--- config.mk ---
export PLATFORM = sky130hd
export DESIGN_NAME = symbol_upsampler
export DESIGN_NICKNAME = d
export VERILOG_FILES = /design/src/rtl/symbol_upsampler.sv
export SDC_FILE = /design/constraint.sdc
export NUM_CORES = 1
export LEC_CHECK = 0
export ABC_AREA = 1
export BUFFER_PORTS_ARGS = -buffer_cell sky130_fd_sc_hd__buf_2
export CORE_MARGIN = 4
export CORE_UTILIZATION = 55
export DETAILED_ROUTE_END_ITERATION = 8
export PLACE_DENSITY = 0.88
export SKIP_LAST_GASP = 1
export SLEW_MARGIN = 25
export SYNTH_ARGS = -nofsm -noshare
export SYNTH_HDL_FRONTEND = slang
export SYNTH_SLANG_ARGS = --single-unit
--- constraint.sdc ---
create_clock -name sys_clk -period 3.3 [get_ports sys_clk]
set_input_delay 0.33 -clock sys_clk [delete_from_list [all_inputs] [get_ports sys_clk]]
set_output_delay 0.33 -clock sys_clk [all_outputs]
set_load 0.005 [all_outputs]
--- src/rtl/symbol_upsampler.sv ---
// 4-ASK PRBS symbol source with UPSAMPLE-times zero-stuff or sample-and-hold
// interpolation, paced by a sample-rate strobe on the single system clock.
module symbol_upsampler #(
    parameter int          UPSAMPLE  = 4,
    parameter logic [14:0] LFSR_SEED = 15'h0001
) (
    input  logic               sys_clk,
    input  logic               reset_n,
    input  logic               sam_clk_ena,
    input  logic               run,
    input  logic               hold_mode,
    output logic signed [17:0] x_out,
    output logic [1:0]         sym_out,
    output logic               sym_clk_ena
);

    localparam int          PH_W      = (UPSAMPLE > 1) ? $clog2(UPSAMPLE) : 1;
    localparam logic [14:0] SEED_SAFE = (LFSR_SEED == 15'h0000) ? 15'h0001 : LFSR_SEED;

    localparam logic signed [17:0] LEVEL_NEG_HI = -18'sd98304;
    localparam logic signed [17:0] LEVEL_NEG_LO = -18'sd32768;
    localparam logic signed [17:0] LEVEL_POS_LO = 18'sd32768;
    localparam logic signed [17:0] LEVEL_POS_HI = 18'sd98304;

    logic [14:0]        lfsr_q, lfsr_d;
    logic [PH_W-1:0]    ph_q, ph_d;
    logic signed [17:0] xOut_q, xOut_d;
    logic [1:0]         symOut_q, symOut_d;
    logic               symClkEna_q, symClkEna_d;

    function automatic logic [14:0] lfsrStep(input logic [14:0] s);
        return {s[13:0], s[14] ^ s[13]};
    endfunction

    // Gray-coded 4-ASK: adjacent levels differ in one bit.
    function automatic logic signed [17:0] askMap(input logic [1:0] b);
        case (b)
            2'b00:   return LEVEL_NEG_HI;
            2'b01:   return LEVEL_NEG_LO;
            2'b11:   return LEVEL_POS_LO;
            default: return LEVEL_POS_HI;
        endcase
    endfunction

    always_comb begin
        lfsr_d      = lfsr_q;
        ph_d        = ph_q;
        xOut_d      = xOut_q;
        symOut_d    = symOut_q;
        symClkEna_d = 1'b0;
        if (sam_clk_ena) begin
            if (!run) begin
                // Idle flushes the filter input and re-aligns to a symbol boundary.
                xOut_d = '0;
                ph_d   = '0;
            end else begin
                ph_d = ph_q + PH_W'(1);
                if (ph_q == '0) begin
                    xOut_d      = askMap(lfsr_q[1:0]);
                    symOut_d    = lfsr_q[1:0];
                    lfsr_d      = (lfsr_q == '0) ? 15'h0001 : lfsrStep(lfsrStep(lfsr_q));
                    symClkEna_d = 1'b1;
                end else if (!hold_mode) begin
                    xOut_d = '0;
                end
            end
        end
    end

    always_ff @(posedge sys_clk) begin
        if (!reset_n) begin
            lfsr_q      <= SEED_SAFE;
            ph_q        <= '0;
            xOut_q      <= '0;
            symOut_q    <= 2'b00;
            symClkEna_q <= 1'b0;
        end else begin
            lfsr_q      <= lfsr_d;
            ph_q        <= ph_d;
            xOut_q      <= xOut_d;
            symOut_q    <= symOut_d;
            symClkEna_q <= symClkEna_d;
        end
    end

    assign x_out       = xOut_q;
    assign sym_out     = symOut_q;
    assign sym_clk_ena = symClkEna_q;

endmodule

* Yosys cells after proc, flatten, opt, wreduce, memory -nomap -nowiden *
Index checks and enable logic that the tools add are counted.

word-level totals
  flip-flop bits (word level) = 38
  input bits = 5
  output and inout bits = 21
  logic and storage cells = 24

operators by class
  bitwise gates (word level) = 2
  reduce and logical (&&, ||, !) cells = 6
  $add $sub $neg = 1
  eq/ne operators = 3
  muxes and demuxes = 7

operators with widths
  operator                                                                number
  18-bit two-way mux                                                      3
  18-bit one-hot mux with 3 select lines                                  1
  15-bit zero test                                                        1
  15-bit two-way mux                                                      1
  3-bit AND reduction                                                     2
  2-bit zero test                                                         2
  3-bit by 2-bit != test with 1-bit output (second input constant)        1
  2-bit by 1-bit adder with 2-bit output (second input constant)          1
  2-bit by 1-bit equality test with 1-bit output (second input constant)  1
  2-bit equality test (second input constant)                             1
  2-bit two-way mux                                                       1
  2-bit AND reduction                                                     1
  1-bit XOR                                                               2
  1-bit two-way mux                                                       1

* Longest topological paths before layout *
Gate-level depths: netlist of the first run.

  word-level depth = 4
  mapped depth = 8
  gate-level depth less buffers = 8

* Worst setup path before layout of the first run *
Ideal clock, no wire load.

  kind = register to register
  start = register ph_q[0]
  end = register lfsr_q[0]
  clock period less this slack = 1167 ps
  cell stages (with the launch flop) = 9
  slack = 2133 ps
  required time = 3185 ps
  library setup time = 115 ps
  arrival time = 1052 ps
  path buffers = 1
  cell sequence = dfxtp_1 -> inv_1 -> ha_1 -> inv_2 -> nor2_8 -> inv_4 -> buf_6 -> a21oi_1 -> nand2_1

on the way
  word-level cells in the longest chain between the ends = 2

ends and longest elaborated chain
  item                           RTL line  source
  start, declared                26        logic [PH_W-1:0] ph_q, ph_d;
  start signal, assigned         79        ph_q <= ph_d;
  2-bit zero test                58        if (ph_q == '0) begin
  3-bit AND reduction (no line)  --
  end signal, assigned           78        lfsr_q <= lfsr_d;
  end, declared                  25        logic [14:0] lfsr_q, lfsr_d;

No other way between the ends.
A chain may end at the register's enable or synchronous reset.

* Final worst setup path of the first run *
  start = register ph_q[0]
  end = register lfsr_q[2]

The elaborated chain is that of the path after synthesis.

==> results.json, run 1 <==
{
  "port_buffers": 10,
  "post_cts.resized_instances": 0,
  "seq_area_frac_synth_pct": 42.1,
  "clkTransAtPathRegs_ns": 0.13,
  "drc": 0,
  "core_region_area_mm2": 0.00180,
  "finish.cell_count_without_fillers": 176,
  "syn-cell-area_mm2": 0.00109,
  "antennaDiodeCount": 0,
  "fin_crit_sh_pct": 41.4,
  "yosysUniqueCellTypes": 21,
  "critical_path.startpoint_type": "flip-flop",
  "synth.area.top_cells": "sky130_fd_sc_hd__dfxtp_1, sky130_fd_sc_hd__buf_4, sky130_fd_sc_hd__nand2_1",
  "grt_antenna_before_repair": 0,
  "gp_routability_congestion": 0.761,
  "synth_enable_flop_cells": 0,
  "setup_total_neg_slack_ns": 0,
  "dieHeight_um": 52.6,
  "cts_root_buffer": "sky130_fd_sc_hd__clkbuf_4",
  "dp.cells": 172,
  "synth-warning-count": 0,
  "multi_input_area_um2": 482,
  "finClkSkew_ns": 0.00151,
  "pre_cts_slack_ns": 1.98,
  "crit_path_end_kind": "flip-flop",
  "fp.dieW_um": 52.6,
  "grt_setup_unrepaired": "false",
  "num_rows": 15,
  "finalCriticalPeriod_ns": 1.37,
  "area_grow_syn2layout_pct": 2.29,
  "final_layout_size_suffix_gt1_share_pct": 15.2,
  "grt_max_degree": 20,
  "cts.path.max_buffers": 2,
  "most_numerous_cell_types_in_the_synthesized_netlist": "sky130_fd_sc_hd__nand2_1, sky130_fd_sc_hd__dfxtp_1, sky130_fd_sc_hd__nor2_1",
  "cp.arrival_ns": 1.63,
  "maxClockFrequency_mhz": 732,
  "vdd.ir_drop.worst_mv": 0.347,
  "syn_inst_count": 142,
  "placed_area_mm2": 0.00109,
  "cts_hold_repair.buffers": 0,
  "timing.setup.critical_path_class": "reg2reg",
  "ff2ff_setup_slack_ns": 1.93,
  "synth.top_cell.area_share_pct": 42.1,
  "cts_tree": "done",
  "final_design_area_no_fill_mm2": 0.00112,
  "ff_latch_area_um2": 460,
  "hold_path_class": "in2reg",
  "status": "finished clean",
  "p_leak_nw": 0.510,
  "overflow": 0,
  "crit_path_max_fanout": 19,
  "grt_first_pass_wirelength_mm": 2.97,
  "maxCapViolations": 0,
  "worst_slack_ns": 1.93,
  "htreeDepth": 1,
  "async_set_reset_flop_share_out_of_synthesis_pct": 0,
  "cts_post_setup_buffers_inserted": 0,
  "synth_area_leader_cell": "sky130_fd_sc_hd__dfxtp_1",
  "clock_sink_count": 23,
  "drtIter0Drc": 18,
  "post-dp-hpwl_mm": 1.43,
  "syn_avg_cell_area_um2": 7.71,
  "io_pins": 26,
  "layout.filler_cells": 151,
  "worst_hold_slack_ns": 0.284,
  "finalNetCount": 161,
  "drt-pass1-iter-count": 4,
  "first_global_vias": 694,
  "crit_required_ns": 3.56,
  "wl_per_cell_um": 10.8,
  "postRouteWirelength_mm": 1.89,
  "endpoints_failing_hold": 0,
  "cts-buffers-inserted": 3,
  "die_area_mm2": 0.00277,
  "timing.final.setup_violations": 0,
  "dr_total_vias": 864,
  "drt.antenna.violating_nets": 0,
  "synth.most_common_cell": "sky130_fd_sc_hd__nand2_1",
  "groute.usage.overall_pct": 14.9,
  "power.density_cell_area_mw_per_mm2": 460,
  "synth-seq-cells": 23,
  "vias_cell": 4.91,
  "maxSlewViolCount": 0,
  "initial_core_util_pct": 60.8,
  "clock_latency_ns": 0.32,
  "yosys_most_used_dff": "sky130_fd_sc_hd__dfxtp_1"
}
final timing paths:
path,to,cells after the start,from
max,lfsr_q[2],8,ph_q[0]
min,ph_q[1],3,sam_clk_ena
max reg2reg,lfsr_q[2],8,ph_q[0]
min reg2reg,lfsr_q[14],2,lfsr_q[12]
logic make-up (layout without fill, tap and decap cells):
| family | after synthesis | after routing | share of synthesized area (%) |
|---|---|---|---|
| AND/OR/NAND/NOR | 49 | 49 | 19.2 |
| buffers and inverters | 36 | 31 | 18.7 |
| AO/OA/AOI/OAI | 28 | 28 | 14.3 |
| flip-flops | 23 | 23 | 42.1 |
| adder cells (fa/ha/maj) | 4 | 4 | 4.57 |
| other | 1 | 15 | 0.343 |
| XOR/XNOR | 1 | 1 | 0.800 |
per-stage QoR:
stage	power, mW	util, %
3_5_place_dp	0.381	60.5
4_1_cts	0.513	62.2
6_report	0.515	62.2
5_1_grt	0.537	62.2
3_3_place_gp	0.377	60.5
2_1_floorplan	0.377	-
cell usage in the layout, fill, tap and decap left out, drive strengths merged:
| cell | netlist | final |
|---|---|---|
| nor2 | 20 | 20 |
| a211oi | 2 | 2 |
| a21oi | 13 | 13 |
| conb | 1 | 15 |
| clkinvlp | 0 | 1 |
| xnor2 | 1 | 1 |
| dfxtp | 23 | 23 |
| inv | 17 | 17 |
| nand3 | 2 | 2 |
| a31oi | 1 | 1 |
| buf | 17 | 10 |
| o21ai | 12 | 12 |
| nand2 | 27 | 27 |
| clkbuf | 2 | 3 |
| ha | 4 | 4 |
flip-flops by register name, summed over array words and instances, names as in the netlist:
signal       count
lfsr_q          15
sym_clk_ena      1
ph_q             2
x_out            3
sym_out          2
critical path, cell delays in order (launching register included):
cell and delay [ns]:
sky130_fd_sc_hd__dfxtp_1 0.32, sky130_fd_sc_hd__inv_1 0.07, sky130_fd_sc_hd__ha_1 0.16, sky130_fd_sc_hd__inv_2 0.06, sky130_fd_sc_hd__nor2_8 0.22, sky130_fd_sc_hd__inv_4 0.14, sky130_fd_sc_hd__nor2_2 0.12, sky130_fd_sc_hd__nand2_1 0.07
sky130_fd_sc_hd__a21oi_1 0.13
cell type report:
class                           instances  area share, %
Timing Repair Buffer                   10           4.47
Multi-Input combinational cell         97           43.0
Tap cell                               25           2.79
Clock inverter                          1          0.670
Clock buffer                            3           2.01
Sequential cell                        23           41.1
Inverter                               17           5.92
per-layer routing:
metal / global-route usage [%] / vias to the layer above / share of wire [%]
met3: 2.56 / 3 / 7.8
li1: - / 430 / -
met1: 16.8 / 395 / 42
met4: 8.94 / 0 / 1.6
met5: 0 / - / 0
met2: 25.8 / 36 / 49
power breakdown:
group	switching, mW	internal [mW]
logic	0.0470	0.0258
registers	0.00954	0.293
clock network	0.0924	0.0464
No activity file was read; power rests on OpenSTA's default activity.
==> run 2: changes to the inputs <==
- CORE_UTILIZATION: 55 -> 51
- PLACE_DENSITY: 0.88 -> 0.82
- clock period: 3.3 -> 1.3 ns (I/O delays scaled with it)
==> run 2 against run 1 <==
Compared with the run above:
- sequential power grew to 2.5 times the previous value
- critical path type unchanged
- sequential share of layout area is 1.2 points lower
- sequential cell count is the same
- final cell count rose by 2.3%
- worst hold slack got worse by 0.18 ns
- register-to-register slack worse by 1.9 ns
- clock skew up 0.0018 ns
==> results.json, run 2 (synthesis gave the netlist of run 1 again) <==
{
  "status": "finished clean",
  "crit_path_max_fanout": 19,
  "power.share.combinational_pct": 15.5,
  "clkTransAtPathRegs_ns": 0.12,
  "setup_total_neg_slack_ns": 0,
  "num_rows": 16,
  "maxSlewViolCount": 0,
  "finalNetCount": 163,
  "grt_max_degree": 20,
  "timing.setup.critical_path_class": "reg2reg",
  "final_layout_size_suffix_gt1_share_pct": 18.3,
  "die_area_mm2": 0.00295,
  "vdd.ir_drop.worst_mv": 0.703,
  "clock_sink_count": 23,
  "critical_path.startpoint_type": "flip-flop",
  "power.switching_fraction_pct": 26.7,
  "io_pins": 26,
  "initial_core_util_pct": 54.7,
  "fin_crit_sh_pct": 94.5,
  "postRouteWirelength_mm": 1.85,
  "worst_slack_ns": 0.0716,
  "area_grow_syn2layout_pct": 5.71,
  "drc": 0,
  "m1WireLength_um": 840,
  "fp.dieW_um": 54.3,
  "clock_latency_ns": 0.30,
  "clkPwrFrac_pct": 24.3,
  "gp_routability_congestion": 0.824,
  "finClkSkew_ns": 0.00330,
  "mostFrequentLayoutCell": "sky130_fd_sc_hd__nand2_1",
  "fin_total_pwr_mw": 1.28,
  "antennaDiodeCount": 0,
  "power.density_cell_area_mw_per_mm2": 1110,
  "htreeDepth": 1,
  "power.switching_mw": 0.341,
  "cts_root_buffer": "sky130_fd_sc_hd__clkbuf_4",
  "critPathSlowestCell": "sky130_fd_sc_hd__dfxtp_1",
  "crit_required_ns": 1.54,
  "timing.final.setup_violations": 0,
  "grt_setup_unrepaired": "true",
  "final_core_utilization_pct": 57.8,
  "detailroute.wirelength.met2_um": 868,
  "port_buffers": 10,
  "largest_register_ffs": 15,
  "overflow": 0,
  "post-dp-hpwl_mm": 1.40,
  "routed-wl-met3_um": 124,
  "crit_path_end_kind": "flip-flop",
  "dr_total_vias": 840,
  "core_region_area_mm2": 0.00200,
  "cp_num_buf_inv": 3,
  "worst_hold_slack_ns": 0.107,
  "groute.usage.overall_pct": 14.0,
  "drtIter0Drc": 16,
  "vias_cell": 4.67,
  "power.internal_mw": 0.938,
  "grt_antenna_before_repair": 0,
  "endpoints_failing_hold": 0,
  "seq_power_share_pct": 60.1,
  "cts_tree": "done",
  "cp.arrival_ns": 1.47,
  "drt-pass1-iter-count": 4,
  "maxClockFrequency_mhz": 814,
  "drt.antenna.violating_nets": 0,
  "wl_per_cell_um": 10.3,
  "hold_path_class": "in2reg",
  "dieHeight_um": 54.3,
  "p_leak_nw": 0.523,
  "pre_cts_slack_ns": 0.0739,
  "routed.top_layer": "met4",
  "longest_individual_stage_delay_on_the_worst_path_ns": 0.31,
  "grt_first_pass_wirelength_mm": 3.00,
  "first_global_vias": 714,
  "maxCapViolations": 0,
  "cts.path.max_buffers": 2,
  "layout.cells.most_common_list": "sky130_fd_sc_hd__nand2_1, sky130_fd_sc_hd__dfxtp_1, sky130_fd_sc_hd__nor2_1, sky130_fd_sc_hd__conb_1, sky130_fd_sc_hd__inv_1",
  "finalCriticalPeriod_ns": 1.23,
  "cts-buffers-inserted": 3,
  "regMostFlops": "lfsr_q",
  "critical-path-top-delay-family": "simple AND/OR/NAND/NOR gates",
  "crit_chain": "inv_1 > ha_1 > inv_2 > nor2_8 > inv_8 > nor2_1 > nand2_1 > a21oi_2"
}
[run 2: changes by cell type in the layout (fill, tap and decap cells not counted), sizes merged]
cell / previous run / this run
buf: 10 / 12
clkbuf: 3 / 4
clkinvlp: 1 / 0
[run 2: layout make-up]
cell class	count	area [µm²]
clock buffer	4	26.3
tap	27	33.8
timing repair buffer	12	68.8
inverter	17	71.3
sequential	23	462
fill	190	845
multi-input combinational	97	495
[run 2: stage by stage]
step                std cells  instance area (µm²)
floorplan                 156                 1150
global placement          176                 1110
detailed placement        176                 1110
CTS                       180                 1130
global route              180                 1160
finish                    180                 1160
[run 2: final timing paths]
path                     from         to  slack (ns)  depth (start not counted)
setup / recovery      ph_q[0]  lfsr_q[1]        0.07                          8
hold / removal    sam_clk_ena    ph_q[1]        0.11                          3
setup reg to reg      ph_q[0]  lfsr_q[1]        0.07                          8
hold reg to reg       ph_q[1]    ph_q[1]        0.47                          2
[run 2: worst register-to-register path, cell delays in order (launching register included)]
cell and delay [ns]:
sky130_fd_sc_hd__dfxtp_1 0.31, sky130_fd_sc_hd__inv_1 0.07, sky130_fd_sc_hd__ha_1 0.16, sky130_fd_sc_hd__inv_2 0.06
sky130_fd_sc_hd__nor2_8 0.17, sky130_fd_sc_hd__inv_8 0.10, sky130_fd_sc_hd__nor2_1 0.12, sky130_fd_sc_hd__nand2_1 0.07
sky130_fd_sc_hd__a21oi_2 0.11
[run 2: routing by layer]
metal  track usage [%]  up-vias
met4              6.22        0
met5                 0        -
met3              3.27        2
met1              17.2      378
met2              22.9       25
li1                  -      435
[run 2: power by group through the flow]
stage	sequential, mW	combinational [mW]	clock [mW]
final	0.769	0.199	0.311
after detailed placement	0.784	0.185	0
after global routing	0.774	0.230	0.365
after global placement	0.782	0.182	0
after floorplan	0.781	0.175	0
after CTS	0.769	0.186	0.326
[run 2: repair_timing]
| item | CTS | global route |
|---|---|---|
| hold buffers | 0 | 0 |
| gates resized for setup | 0 | 8 |
| buffers inserted | 0 | 0 |
| endpoints found under the setup margin | 0 | 8 |
